$ cat src/rtl/ahb_lite_mem_bridge_pkg.sv
// Shared encodings for the AHB-Lite to memory bridge: bus codes, FSM states,
// and the transfer-check error classes.
package ahb_lite_pkg;

   typedef enum logic [1:0] {
      HTRANS_IDLE   = 2'd0,
      HTRANS_BUSY   = 2'd1,
      HTRANS_NONSEQ = 2'd2,
      HTRANS_SEQ    = 2'd3
   } htrans_e;

   typedef enum logic {
      HRESP_OKAY  = 1'b0,
      HRESP_ERROR = 1'b1
   } hresp_e;

   localparam logic [2:0] HSIZE_BYTE   = 3'd0;
   localparam logic [2:0] HSIZE_HALF   = 3'd1;
   localparam logic [2:0] HSIZE_WORD   = 3'd2;
   localparam logic [2:0] HSIZE_DWORD  = 3'd3;
   localparam logic [2:0] HSIZE_4WORD  = 3'd4;
   localparam logic [2:0] HSIZE_8WORD  = 3'd5;
   localparam logic [2:0] HSIZE_16WORD = 3'd6;
   localparam logic [2:0] HSIZE_32WORD = 3'd7;

   typedef enum logic [2:0] {
      ST_IDLE  = 3'd0,
      ST_WDATA = 3'd1,
      ST_MREQ  = 3'd2,
      ST_RESP  = 3'd3,
      ST_ERR1  = 3'd4,
      ST_ERR2  = 3'd5
   } bridge_state_e;

   // Error classes in priority order: range beats size beats alignment.
   typedef enum logic [1:0] {
      XERR_NONE  = 2'd0,
      XERR_RANGE = 2'd1,
      XERR_SIZE  = 2'd2,
      XERR_ALIGN = 2'd3
   } xfer_err_e;

endpackage

$ cat src/rtl/ahb_lite_mem_bridge_if.sv
// AHB-Lite slave port plus memory req/grant port of the bridge, bundled.
// The slave modport is the bridge's view; master is the bus/memory side.
interface ahb_lite_mem_bridge_if #(
   parameter int ADDR_WIDTH = 32,
   parameter int DATA_WIDTH = 32
);
   logic                    HSEL_slv_i;
   logic [ADDR_WIDTH-1:0]   HADDR_slv_i;
   logic [2:0]              HSIZE_slv_i;
   logic [2:0]              HBURST_slv_i;
   logic [1:0]              HTRANS_slv_i;
   logic                    HWRITE_slv_i;
   logic                    HREADY_slv_i;
   logic [DATA_WIDTH-1:0]   HWDATA_slv_i;
   logic                    HREADY_slv_o;
   logic                    HRESP_slv_o;
   logic [DATA_WIDTH-1:0]   HRDATA_slv_o;
   logic [ADDR_WIDTH-1:0]   ADDR_slv_o;
   logic                    WRITE_slv_o;
   logic [DATA_WIDTH-1:0]   WDATA_slv_o;
   logic [DATA_WIDTH/8-1:0] BE_slv_o;
   logic                    REQ_slv_o;
   logic                    GRANT_slv_i;
   logic [DATA_WIDTH-1:0]   RDATA_slv_i;

   modport slave (
      input  HSEL_slv_i, HADDR_slv_i, HSIZE_slv_i, HBURST_slv_i, HTRANS_slv_i,
             HWRITE_slv_i, HREADY_slv_i, HWDATA_slv_i, GRANT_slv_i, RDATA_slv_i,
      output HREADY_slv_o, HRESP_slv_o, HRDATA_slv_o, ADDR_slv_o, WRITE_slv_o,
             WDATA_slv_o, BE_slv_o, REQ_slv_o
   );

   modport master (
      output HSEL_slv_i, HADDR_slv_i, HSIZE_slv_i, HBURST_slv_i, HTRANS_slv_i,
             HWRITE_slv_i, HREADY_slv_i, HWDATA_slv_i, GRANT_slv_i, RDATA_slv_i,
      input  HREADY_slv_o, HRESP_slv_o, HRDATA_slv_o, ADDR_slv_o, WRITE_slv_o,
             WDATA_slv_o, BE_slv_o, REQ_slv_o
   );
endinterface

$ cat src/rtl/ahb_lite_mem_bridge_xfer_check.sv
// Combinational address-phase checker: window decode, size and alignment
// errors, window-relative offset and byte-lane enables.
module ahb_lite_xfer_check
   import ahb_lite_pkg::*;
#(
   parameter int                    ADDR_WIDTH = 32,
   parameter int                    DATA_WIDTH = 32,
   parameter logic [ADDR_WIDTH-1:0] BASE_ADDR  = '0,
   parameter int unsigned           MEM_BYTES  = 4096
) (
   input  logic [ADDR_WIDTH-1:0]   haddr_i,
   input  logic [2:0]              hsize_i,
   output xfer_err_e               err_o,
   output logic [ADDR_WIDTH-1:0]   offset_o,
   output logic [DATA_WIDTH/8-1:0] be_o
);
   localparam int NBYTES = DATA_WIDTH / 8;
   localparam int LANE_W = $clog2(NBYTES);
   localparam logic [2:0]          MAX_SIZE  = 3'(LANE_W);
   localparam logic [ADDR_WIDTH:0] WIN_BYTES = (ADDR_WIDTH+1)'(MEM_BYTES);

   logic [ADDR_WIDTH:0]   diff;
   logic                  in_window;
   logic [ADDR_WIDTH-1:0] align_mask;
   int                    lane;
   int                    nbytes_acc;

   // An address below the base borrows into the top bit, which pushes the
   // difference past any window size, so one compare covers both edges.
   assign diff       = {1'b0, haddr_i} - {1'b0, BASE_ADDR};
   assign in_window  = (diff < WIN_BYTES);
   assign offset_o   = diff[ADDR_WIDTH-1:0];
   assign align_mask = (ADDR_WIDTH'(1) << hsize_i) - ADDR_WIDTH'(1);

   // Classify the transfer; first failing rule wins.
   always_comb begin
      err_o = XERR_NONE;
      if (!in_window) begin
         err_o = XERR_RANGE;
      end else if (hsize_i > MAX_SIZE) begin
         err_o = XERR_SIZE;
      end else if (|(haddr_i & align_mask)) begin
         err_o = XERR_ALIGN;
      end
   end

   // Enable 2^HSIZE consecutive lanes starting at the addressed byte lane.
   always_comb begin
      lane       = int'(haddr_i & ADDR_WIDTH'(NBYTES - 1));
      nbytes_acc = 1 << hsize_i;
      be_o       = '0;
      for (int i = 0; i < NBYTES; i++) begin
         be_o[i] = (i >= lane) && (i < lane + nbytes_acc);
      end
   end

endmodule

$ cat src/rtl/ahb_lite_mem_bridge.sv
// AHB-Lite slave that turns bus transfers into single-port memory req/grant
// cycles, with window/size/alignment checks and a grant timeout.
module ahb_lite_mem_bridge
   import ahb_lite_pkg::*;
#(
   parameter int                    ADDR_WIDTH     = 32,
   parameter int                    DATA_WIDTH     = 32,
   parameter logic [ADDR_WIDTH-1:0] BASE_ADDR      = '0,
   parameter int unsigned           MEM_BYTES      = 4096,
   parameter int unsigned           TIMEOUT_CYCLES = 16
) (
   input  logic                  HCLK,
   input  logic                  HRESETn,
   ahb_lite_mem_bridge_if.slave  bus
);
   localparam int NBYTES = DATA_WIDTH / 8;
   localparam int CNT_W  = (TIMEOUT_CYCLES > 0) ? $clog2(TIMEOUT_CYCLES + 1) : 1;
   localparam logic [CNT_W-1:0] TMO_LIMIT = CNT_W'(TIMEOUT_CYCLES);

   bridge_state_e         state_q;
   logic [CNT_W-1:0]      tmo_q;
   logic [CNT_W-1:0]      tmo_d;
   logic                  hready_q;
   logic                  hresp_q;
   logic [DATA_WIDTH-1:0] hrdata_q;
   logic [ADDR_WIDTH-1:0] addr_q;
   logic                  write_q;
   logic [DATA_WIDTH-1:0] wdata_q;
   logic [NBYTES-1:0]     be_q;
   logic                  req_q;

   xfer_err_e             chk_err;
   logic [ADDR_WIDTH-1:0] chk_offset;
   logic [NBYTES-1:0]     chk_be;
   logic                  accept;
   logic                  unused_hburst;

   // Burst type carries no information here: every beat brings its own address.
   assign unused_hburst = ^bus.HBURST_slv_i;

   ahb_lite_xfer_check #(
      .ADDR_WIDTH (ADDR_WIDTH),
      .DATA_WIDTH (DATA_WIDTH),
      .BASE_ADDR  (BASE_ADDR),
      .MEM_BYTES  (MEM_BYTES)
   ) u_check (
      .haddr_i  (bus.HADDR_slv_i),
      .hsize_i  (bus.HSIZE_slv_i),
      .err_o    (chk_err),
      .offset_o (chk_offset),
      .be_o     (chk_be)
   );

   assign accept = bus.HSEL_slv_i && bus.HREADY_slv_i &&
                   ((bus.HTRANS_slv_i == HTRANS_NONSEQ) || (bus.HTRANS_slv_i == HTRANS_SEQ));
   assign tmo_d  = tmo_q + CNT_W'(1);

   // Bridge FSM; every bus and memory output is a register updated here.
   always_ff @(posedge HCLK or negedge HRESETn) begin
      if (!HRESETn) begin
         state_q  <= ST_IDLE;
         tmo_q    <= '0;
         hready_q <= 1'b1;
         hresp_q  <= HRESP_OKAY;
         hrdata_q <= '0;
         addr_q   <= '0;
         write_q  <= 1'b0;
         wdata_q  <= '0;
         be_q     <= '0;
         req_q    <= 1'b0;
      end else begin
         case (state_q)
            // Address phases are only taken while the bus sees us ready.
            ST_IDLE, ST_RESP, ST_ERR2: begin
               if (accept) begin
                  hready_q <= 1'b0;
                  if (chk_err != XERR_NONE) begin
                     hresp_q <= HRESP_ERROR;
                     state_q <= ST_ERR1;
                  end else begin
                     // Memory side ignores these while REQ is low, so they can
                     // be captured straight from the address phase.
                     hresp_q <= HRESP_OKAY;
                     addr_q  <= chk_offset;
                     be_q    <= chk_be;
                     write_q <= bus.HWRITE_slv_i;
                     if (bus.HWRITE_slv_i) begin
                        state_q <= ST_WDATA;
                     end else begin
                        req_q   <= 1'b1;
                        tmo_q   <= '0;
                        state_q <= ST_MREQ;
                     end
                  end
               end else begin
                  hready_q <= 1'b1;
                  hresp_q  <= HRESP_OKAY;
                  state_q  <= ST_IDLE;
               end
            end
            ST_WDATA: begin
               wdata_q <= bus.HWDATA_slv_i;
               req_q   <= 1'b1;
               tmo_q   <= '0;
               state_q <= ST_MREQ;
            end
            // A grant in the same cycle as the timeout still completes OKAY.
            ST_MREQ: begin
               if (bus.GRANT_slv_i) begin
                  req_q    <= 1'b0;
                  hready_q <= 1'b1;
                  hresp_q  <= HRESP_OKAY;
                  if (!write_q) begin
                     hrdata_q <= bus.RDATA_slv_i;
                  end
                  state_q <= ST_RESP;
               end else if (TIMEOUT_CYCLES != 0) begin
                  tmo_q <= tmo_d;
                  if (tmo_d == TMO_LIMIT) begin
                     req_q   <= 1'b0;
                     hresp_q <= HRESP_ERROR;
                     state_q <= ST_ERR1;
                  end
               end
            end
            ST_ERR1: begin
               hready_q <= 1'b1;
               hresp_q  <= HRESP_ERROR;
               state_q  <= ST_ERR2;
            end
            default: begin
               req_q    <= 1'b0;
               hready_q <= 1'b1;
               hresp_q  <= HRESP_OKAY;
               state_q  <= ST_IDLE;
            end
         endcase
      end
   end

   assign bus.HREADY_slv_o = hready_q;
   assign bus.HRESP_slv_o  = hresp_q;
   assign bus.HRDATA_slv_o = hrdata_q;
   assign bus.ADDR_slv_o   = addr_q;
   assign bus.WRITE_slv_o  = write_q;
   assign bus.WDATA_slv_o  = wdata_q;
   assign bus.BE_slv_o     = be_q;
   assign bus.REQ_slv_o    = req_q;

endmodule
$ cat src/flat_wrapper.sv
// flat-port wrapper written by rule: the top's interface ports become plain ports
module ahb_lite_mem_bridge_flat import ahb_lite_pkg::*;
#(
   parameter int                    ADDR_WIDTH     = 32,
   parameter int                    DATA_WIDTH     = 32,
   parameter logic [ADDR_WIDTH-1:0] BASE_ADDR      = '0,
   parameter int unsigned           MEM_BYTES      = 4096,
   parameter int unsigned           TIMEOUT_CYCLES = 16
)
  (HCLK, HRESETn, bus_HSEL_slv_i, bus_HADDR_slv_i, bus_HSIZE_slv_i, bus_HBURST_slv_i, bus_HTRANS_slv_i, bus_HWRITE_slv_i, bus_HREADY_slv_i, bus_HWDATA_slv_i, bus_GRANT_slv_i, bus_RDATA_slv_i, bus_HREADY_slv_o, bus_HRESP_slv_o, bus_HRDATA_slv_o, bus_ADDR_slv_o, bus_WRITE_slv_o, bus_WDATA_slv_o, bus_BE_slv_o, bus_REQ_slv_o);
  ahb_lite_mem_bridge_if #(.ADDR_WIDTH(ADDR_WIDTH), .DATA_WIDTH(DATA_WIDTH)) bus_i ();
  input  logic HCLK;
  input  logic HRESETn;
  input wire logic [$bits(bus_i.HSEL_slv_i)-1:0] bus_HSEL_slv_i;
  input wire logic [$bits(bus_i.HADDR_slv_i)-1:0] bus_HADDR_slv_i;
  input wire logic [$bits(bus_i.HSIZE_slv_i)-1:0] bus_HSIZE_slv_i;
  input wire logic [$bits(bus_i.HBURST_slv_i)-1:0] bus_HBURST_slv_i;
  input wire logic [$bits(bus_i.HTRANS_slv_i)-1:0] bus_HTRANS_slv_i;
  input wire logic [$bits(bus_i.HWRITE_slv_i)-1:0] bus_HWRITE_slv_i;
  input wire logic [$bits(bus_i.HREADY_slv_i)-1:0] bus_HREADY_slv_i;
  input wire logic [$bits(bus_i.HWDATA_slv_i)-1:0] bus_HWDATA_slv_i;
  input wire logic [$bits(bus_i.GRANT_slv_i)-1:0] bus_GRANT_slv_i;
  input wire logic [$bits(bus_i.RDATA_slv_i)-1:0] bus_RDATA_slv_i;
  output wire logic [$bits(bus_i.HREADY_slv_o)-1:0] bus_HREADY_slv_o;
  output wire logic [$bits(bus_i.HRESP_slv_o)-1:0] bus_HRESP_slv_o;
  output wire logic [$bits(bus_i.HRDATA_slv_o)-1:0] bus_HRDATA_slv_o;
  output wire logic [$bits(bus_i.ADDR_slv_o)-1:0] bus_ADDR_slv_o;
  output wire logic [$bits(bus_i.WRITE_slv_o)-1:0] bus_WRITE_slv_o;
  output wire logic [$bits(bus_i.WDATA_slv_o)-1:0] bus_WDATA_slv_o;
  output wire logic [$bits(bus_i.BE_slv_o)-1:0] bus_BE_slv_o;
  output wire logic [$bits(bus_i.REQ_slv_o)-1:0] bus_REQ_slv_o;
  assign bus_i.HSEL_slv_i = bus_HSEL_slv_i;
  assign bus_i.HADDR_slv_i = bus_HADDR_slv_i;
  assign bus_i.HSIZE_slv_i = bus_HSIZE_slv_i;
  assign bus_i.HBURST_slv_i = bus_HBURST_slv_i;
  assign bus_i.HTRANS_slv_i = bus_HTRANS_slv_i;
  assign bus_i.HWRITE_slv_i = bus_HWRITE_slv_i;
  assign bus_i.HREADY_slv_i = bus_HREADY_slv_i;
  assign bus_i.HWDATA_slv_i = bus_HWDATA_slv_i;
  assign bus_i.GRANT_slv_i = bus_GRANT_slv_i;
  assign bus_i.RDATA_slv_i = bus_RDATA_slv_i;
  assign bus_HREADY_slv_o = bus_i.HREADY_slv_o;
  assign bus_HRESP_slv_o = bus_i.HRESP_slv_o;
  assign bus_HRDATA_slv_o = bus_i.HRDATA_slv_o;
  assign bus_ADDR_slv_o = bus_i.ADDR_slv_o;
  assign bus_WRITE_slv_o = bus_i.WRITE_slv_o;
  assign bus_WDATA_slv_o = bus_i.WDATA_slv_o;
  assign bus_BE_slv_o = bus_i.BE_slv_o;
  assign bus_REQ_slv_o = bus_i.REQ_slv_o;
  ahb_lite_mem_bridge #(.ADDR_WIDTH(ADDR_WIDTH), .DATA_WIDTH(DATA_WIDTH), .BASE_ADDR(BASE_ADDR), .MEM_BYTES(MEM_BYTES), .TIMEOUT_CYCLES(TIMEOUT_CYCLES)) u_core (.HCLK(HCLK), .HRESETn(HRESETn), .bus(bus_i));
endmodule
$ cat config.mk
export PLATFORM = sky130hd
export DESIGN_NAME = ahb_lite_mem_bridge_flat
export DESIGN_NICKNAME = d
export VERILOG_FILES = /design/src/rtl/ahb_lite_mem_bridge_pkg.sv /design/src/rtl/ahb_lite_mem_bridge_if.sv /design/src/rtl/ahb_lite_mem_bridge_xfer_check.sv /design/src/rtl/ahb_lite_mem_bridge.sv /design/src/flat_wrapper.sv
export SDC_FILE = /design/constraint.sdc
export NUM_CORES = 1
export LEC_CHECK = 0
export BUFFER_PORTS_ARGS = -buffer_cell sky130_fd_sc_hd__buf_2
export CAP_MARGIN = 10
export CORE_MARGIN = 2
export CORE_UTILIZATION = 41
export CTS_BUF_LIST = sky130_fd_sc_hd__clkbuf_8
export DETAILED_ROUTE_END_ITERATION = 7
export PLACE_DENSITY = 0.69
export SYNTH_ARGS = -nofsm -noshare
export SYNTH_HDL_FRONTEND = slang
export SYNTH_SLANG_ARGS = --single-unit
export TNS_END_PERCENT = 50
$ cat constraint.sdc
create_clock -name HCLK -period 2.8 [get_ports HCLK]
set_input_delay 0.84 -clock HCLK [delete_from_list [all_inputs] [get_ports HCLK]]
set_output_delay 0.84 -clock HCLK [all_outputs]
set_load 0.005 [all_outputs]
==> summary.md <==
Fill cells in the final layout number 917. The start point of the critical path was bus_HSIZE_slv_i[2]. The flow ran to the end, and the final reports show no timing, DRC or antenna violations.

The tools report the area of all placed cells without fillers as 6070 um^2. The post-synthesis average cell area was 14.0 um^2. The slowest stage of the critical path belongs to the cell sky130_fd_sc_hd__or3_1. The run gives 214 as the top-level I/O count. The length of the first detailed-routing pass in iterations was 4; the slew at the pin closest to its max-slew limit was 0.450 ns.

Largest net degree at the start of global routing: 55. The critical path in this run is classified as in -> reg. For the standby leakage power, the log shows 0.00337 uW. For this run, the total global-route usage over all layers was measured as 16.9%. The routed length per placed instance was 14.7 um; the number of H-tree levels was 3. The tools report the number of antenna violations at the first check in global routing as 0. The top cell types in the final layout, fill and taps aside, are 208 x sky130_fd_sc_hd__buf_2, 111 x sky130_fd_sc_hd__dfrtp_1, 68 x sky130_fd_sc_hd__mux2_2.

Dividing the detail-routed via count by the number of cells gives 4.88. The core region is 10,800 um^2. The tools report the netlist area before placement as 4530 um^2.

The capturing instance or port of the critical path was u_core.bus.ADDR_slv_o[9]. The run gives 0 as the DRC violation count after routing. The logs give 69.9% for the worst relative slew slack and 2800 um^2 for the sequential cell area. For the number of max-cap violations, the log shows 0.

The HPWL after detailed placement is 7630 um. Counting along the longest clock path gives a buffer depth of 2. The count of buffers added on input and output ports is 209. Counting flops with a built-in enable in the synthesized netlist gives 0. The logs give 0.00685 ns for the worst clock skew on the final layout and 676 for the total instance count after detailed placement.

Setup repair after global routing left no endpoint under its margin. Total wire length: 10,200 um. The max-slew violation count is 0, and the number of distinct library cells after synthesis is 42. For this design the ratio of total power to cell area is 698 nW/um^2. Summing all multi-input logic gate instances after layout gives 1630 um^2. The die covers 11,900 um^2. The overall die height works out to 109 um. The startpoint of the lowest-slack register-to-register path is u_core.state_q[0].

Across all register-to-register paths, the minimum setup slack is 0.87 ns. The number of buffers added by the clock tree synthesis step was 9; the number of standard cells after synthesis was 324. The routed layout has 3,378 vias. Dividing the final minimum period by the clock period gives 96.6%.

The tightest min-delay check is of the in -> async type. The initial utilization of the core area, before any placement, comes to 41.9%. The tools report the net count of the finished layout as 663. In this run the horizontal extent of the chip is 109 um. For the total cell area at the placement stage, the log shows 5840 um^2. At the later pin of the worst-skew pair, clock insertion delay measures 0.36 ns.

Routability-driven placement finished with a final weighted congestion of 0.783. The total number of placement rows is 38, and the count of antenna-violating nets left after detailed routing is 0. When the netlist entered floorplanning its net count stood at 440. The area growth from synthesis to layout is 34.1%.

TritonCTS built the clock tree. The first global-routing pass estimated 15,600 um of wire. The async set-reset flop share out of synthesis is 100%. The clock root buffer master is sky130_fd_sc_hd__clkbuf_8. The number of global-route vias before repair was 3,439.

In this run the worst path has a maximum fanout of 23. For this run, the number of Yosys warnings is 0. Traced cell by cell, the critical path runs through buf_2 > or3_1 > ha_1 > nor4_2 > o2111ai_2 > nor4_4 > buf_12 > mux2_2. The worst setup path is launched from an input port. After synthesis the netlist holds a flip-flop and latch count of 112. The number of antenna diodes in the final layout is 0. Of the cells placed in the final design, the portion with a size suffix greater than 1 is 56.9%. The number of violations reported at the end of detailed-routing iteration 0 is 115, and the arrival time at the worst endpoint is 2.96 ns. The share of the Yosys chip area taken by registers is 62.0%. For this run, the top clock speed supported by timing is 370 MHz. In this run, post-CTS hold repair placed 0 buffers. The run gives 0 as the remaining global-route overflow. After the flow finishes, the layout carries non-filler instances totaling 692.

The worst-case reg-to-reg path depth was 5. For the total clock sinks, the log shows 112. Data on the critical path is required at its endpoint by 3.05 ns. The worst setup path is captured at a register. For the total setup violations reported at the end of the flow, the log shows 0. Largest stage delay on the critical path: 0.40 ns. The primary flip-flop cell chosen by synthesis mapping was sky130_fd_sc_hd__dfrtp_1.

IR analysis of the VDD net gives a maximum drop of 459 uV. For the number of endpoints with negative hold slack in the final report, the log shows 0. Most frequent standard cell in the layout excluding fill and tap cells: sky130_fd_sc_hd__buf_2.

After clock tree synthesis, the clock-pin slew on the worst setup and hold paths is 0.10 ns. Once the clock tree was built, the setup fixing pass inserted 0 buffers. Once layout is complete, the utilization of the core stands at 56.2%. The tools report the critical register-to-register path endpoint as u_core.bus.ADDR_slv_o[9].

The final period demand of the worst path was 2.70 ns; the final sum of negative setup slack was 0 ns.
[per-stage QoR]
step                hold slack [ns]  power (uW)  worst slack [ns]
floorplan                     0.483        2730            0.0353
global placement              0.464        3180            -0.225
detailed placement            0.474        3230            -0.298
CTS                           0.323        4290            0.0846
global route                  0.317        4500            0.0454
finish                        0.333        4240            0.0960
[cells by family (layout without fill, tap and decap cells)]
family	after synthesis	in the layout	share of synthesized area (%)
AND/OR/NAND/NOR	66	66	8.38
buffers and inverters	25	253	2.46
multiplexers	83	83	20.5
XOR/XNOR	1	1	0.194
flip-flops	112	112	62.0
AO/OA/AOI/OAI	31	31	4.64
adder cells (fa/ha/maj)	6	6	1.82
[sequential cells by signal, indices dropped and copies added (netlist names)]
| name | cells |
|---|---|
| u_core.bus.WDATA_slv_o | 32 |
| u_core.tmo_q | 5 |
| u_core.state_q | 3 |
| u_core.bus.HREADY_slv_o | 1 |
| u_core.bus.HRESP_slv_o | 1 |
| u_core.bus.REQ_slv_o | 1 |
| u_core.bus.HRDATA_slv_o | 32 |
| u_core.bus.BE_slv_o | 4 |
| u_core.bus.WRITE_slv_o | 1 |
| u_core.bus.ADDR_slv_o | 32 |
[synth_stat cells, types with 2 or more instances]
library cell,number,area share [%]
sky130_fd_sc_hd__dfrtp_1,111,61
sky130_fd_sc_hd__mux2_2,68,17
sky130_fd_sc_hd__nor2b_1,22,3.0
sky130_fd_sc_hd__inv_1,13,1.1
sky130_fd_sc_hd__mux2_1,11,2.7
sky130_fd_sc_hd__nor2_1,10,0.83
sky130_fd_sc_hd__o21ai_0,9,1.0
sky130_fd_sc_hd__buf_2,8,0.88
sky130_fd_sc_hd__nand2_1,6,0.50
sky130_fd_sc_hd__nor4_1,6,0.83
sky130_fd_sc_hd__ha_1,5,1.4
sky130_fd_sc_hd__nand2b_1,5,0.69
sky130_fd_sc_hd__nand3_1,5,0.55
sky130_fd_sc_hd__a21oi_1,4,0.44
sky130_fd_sc_hd__a31oi_1,4,0.55
sky130_fd_sc_hd__mux2i_1,4,0.88
sky130_fd_sc_hd__nor3_1,4,0.44
sky130_fd_sc_hd__a211oi_1,2,0.33
sky130_fd_sc_hd__buf_4,2,0.33
sky130_fd_sc_hd__clkbuf_1,2,0.17
sky130_fd_sc_hd__nand4_1,2,0.28
[critical path: cells and delay by family]
kind                       cells  cell delay, ns
adders and majority gates      1            0.22
and+or+nand+nor                3            0.98
AOI/OAI and AO/OA              1            0.23
muxes                          1            0.35
buffers and inverters          2            0.31
[area by class of cell]
cell class,instances,area share [%]
flip-flops and latches,112,46.2
well taps,140,2.89
clock inverters,6,1.38
multi-input cells,187,26.9
clock buffers,10,2.27
inverters,13,0.804
repair buffers,224,19.5
[where the power goes]
part,internal (uW),switching [uW],total (uW)
registers,1920,195,2110
logic,608,462,1070
clock network,526,528,1050
[timing repair]
item | 4_1_cts | 5_1_grt
hold endpoints to repair | 0 | 0
endpoints found under the setup margin | 0 | 5
gates resized for setup | 0 | 2
[worst min path at each step]
| stage | startpoint | depth (start not counted) | endpoint | slack (ns) |
|---|---|---|---|---|
| 2_1_floorplan | u_core.bus.ADDR_slv_o[0] | 1 | u_core.bus.ADDR_slv_o[0] | 0.48 |
| 3_3_place_gp | u_core.bus.ADDR_slv_o[4] | 1 | u_core.bus.ADDR_slv_o[4] | 0.46 |
| 3_5_place_dp | u_core.bus.ADDR_slv_o[8] | 1 | u_core.bus.ADDR_slv_o[8] | 0.47 |
| 4_1_cts | HRESETn | 1 | u_core.bus.HRESP_slv_o | 0.32 |
| 5_1_grt | HRESETn | 1 | u_core.bus.HRESP_slv_o | 0.32 |
| 6_report | HRESETn | 1 | u_core.bus.HRESP_slv_o | 0.33 |
[layer usage]
| layer | vias to the layer above | wire length [um] | track usage, % |
|---|---|---|---|
| met5 | - | 0 | 0 |
| li1 | 1583 | - | - |
| met1 | 1665 | 3970 | 18.9 |
| met4 | 0 | 76 | 4.76 |
| met2 | 123 | 5250 | 30.0 |
| met3 | 7 | 861 | 6.10 |
Note: power is estimated with default switching activity, not from simulation.
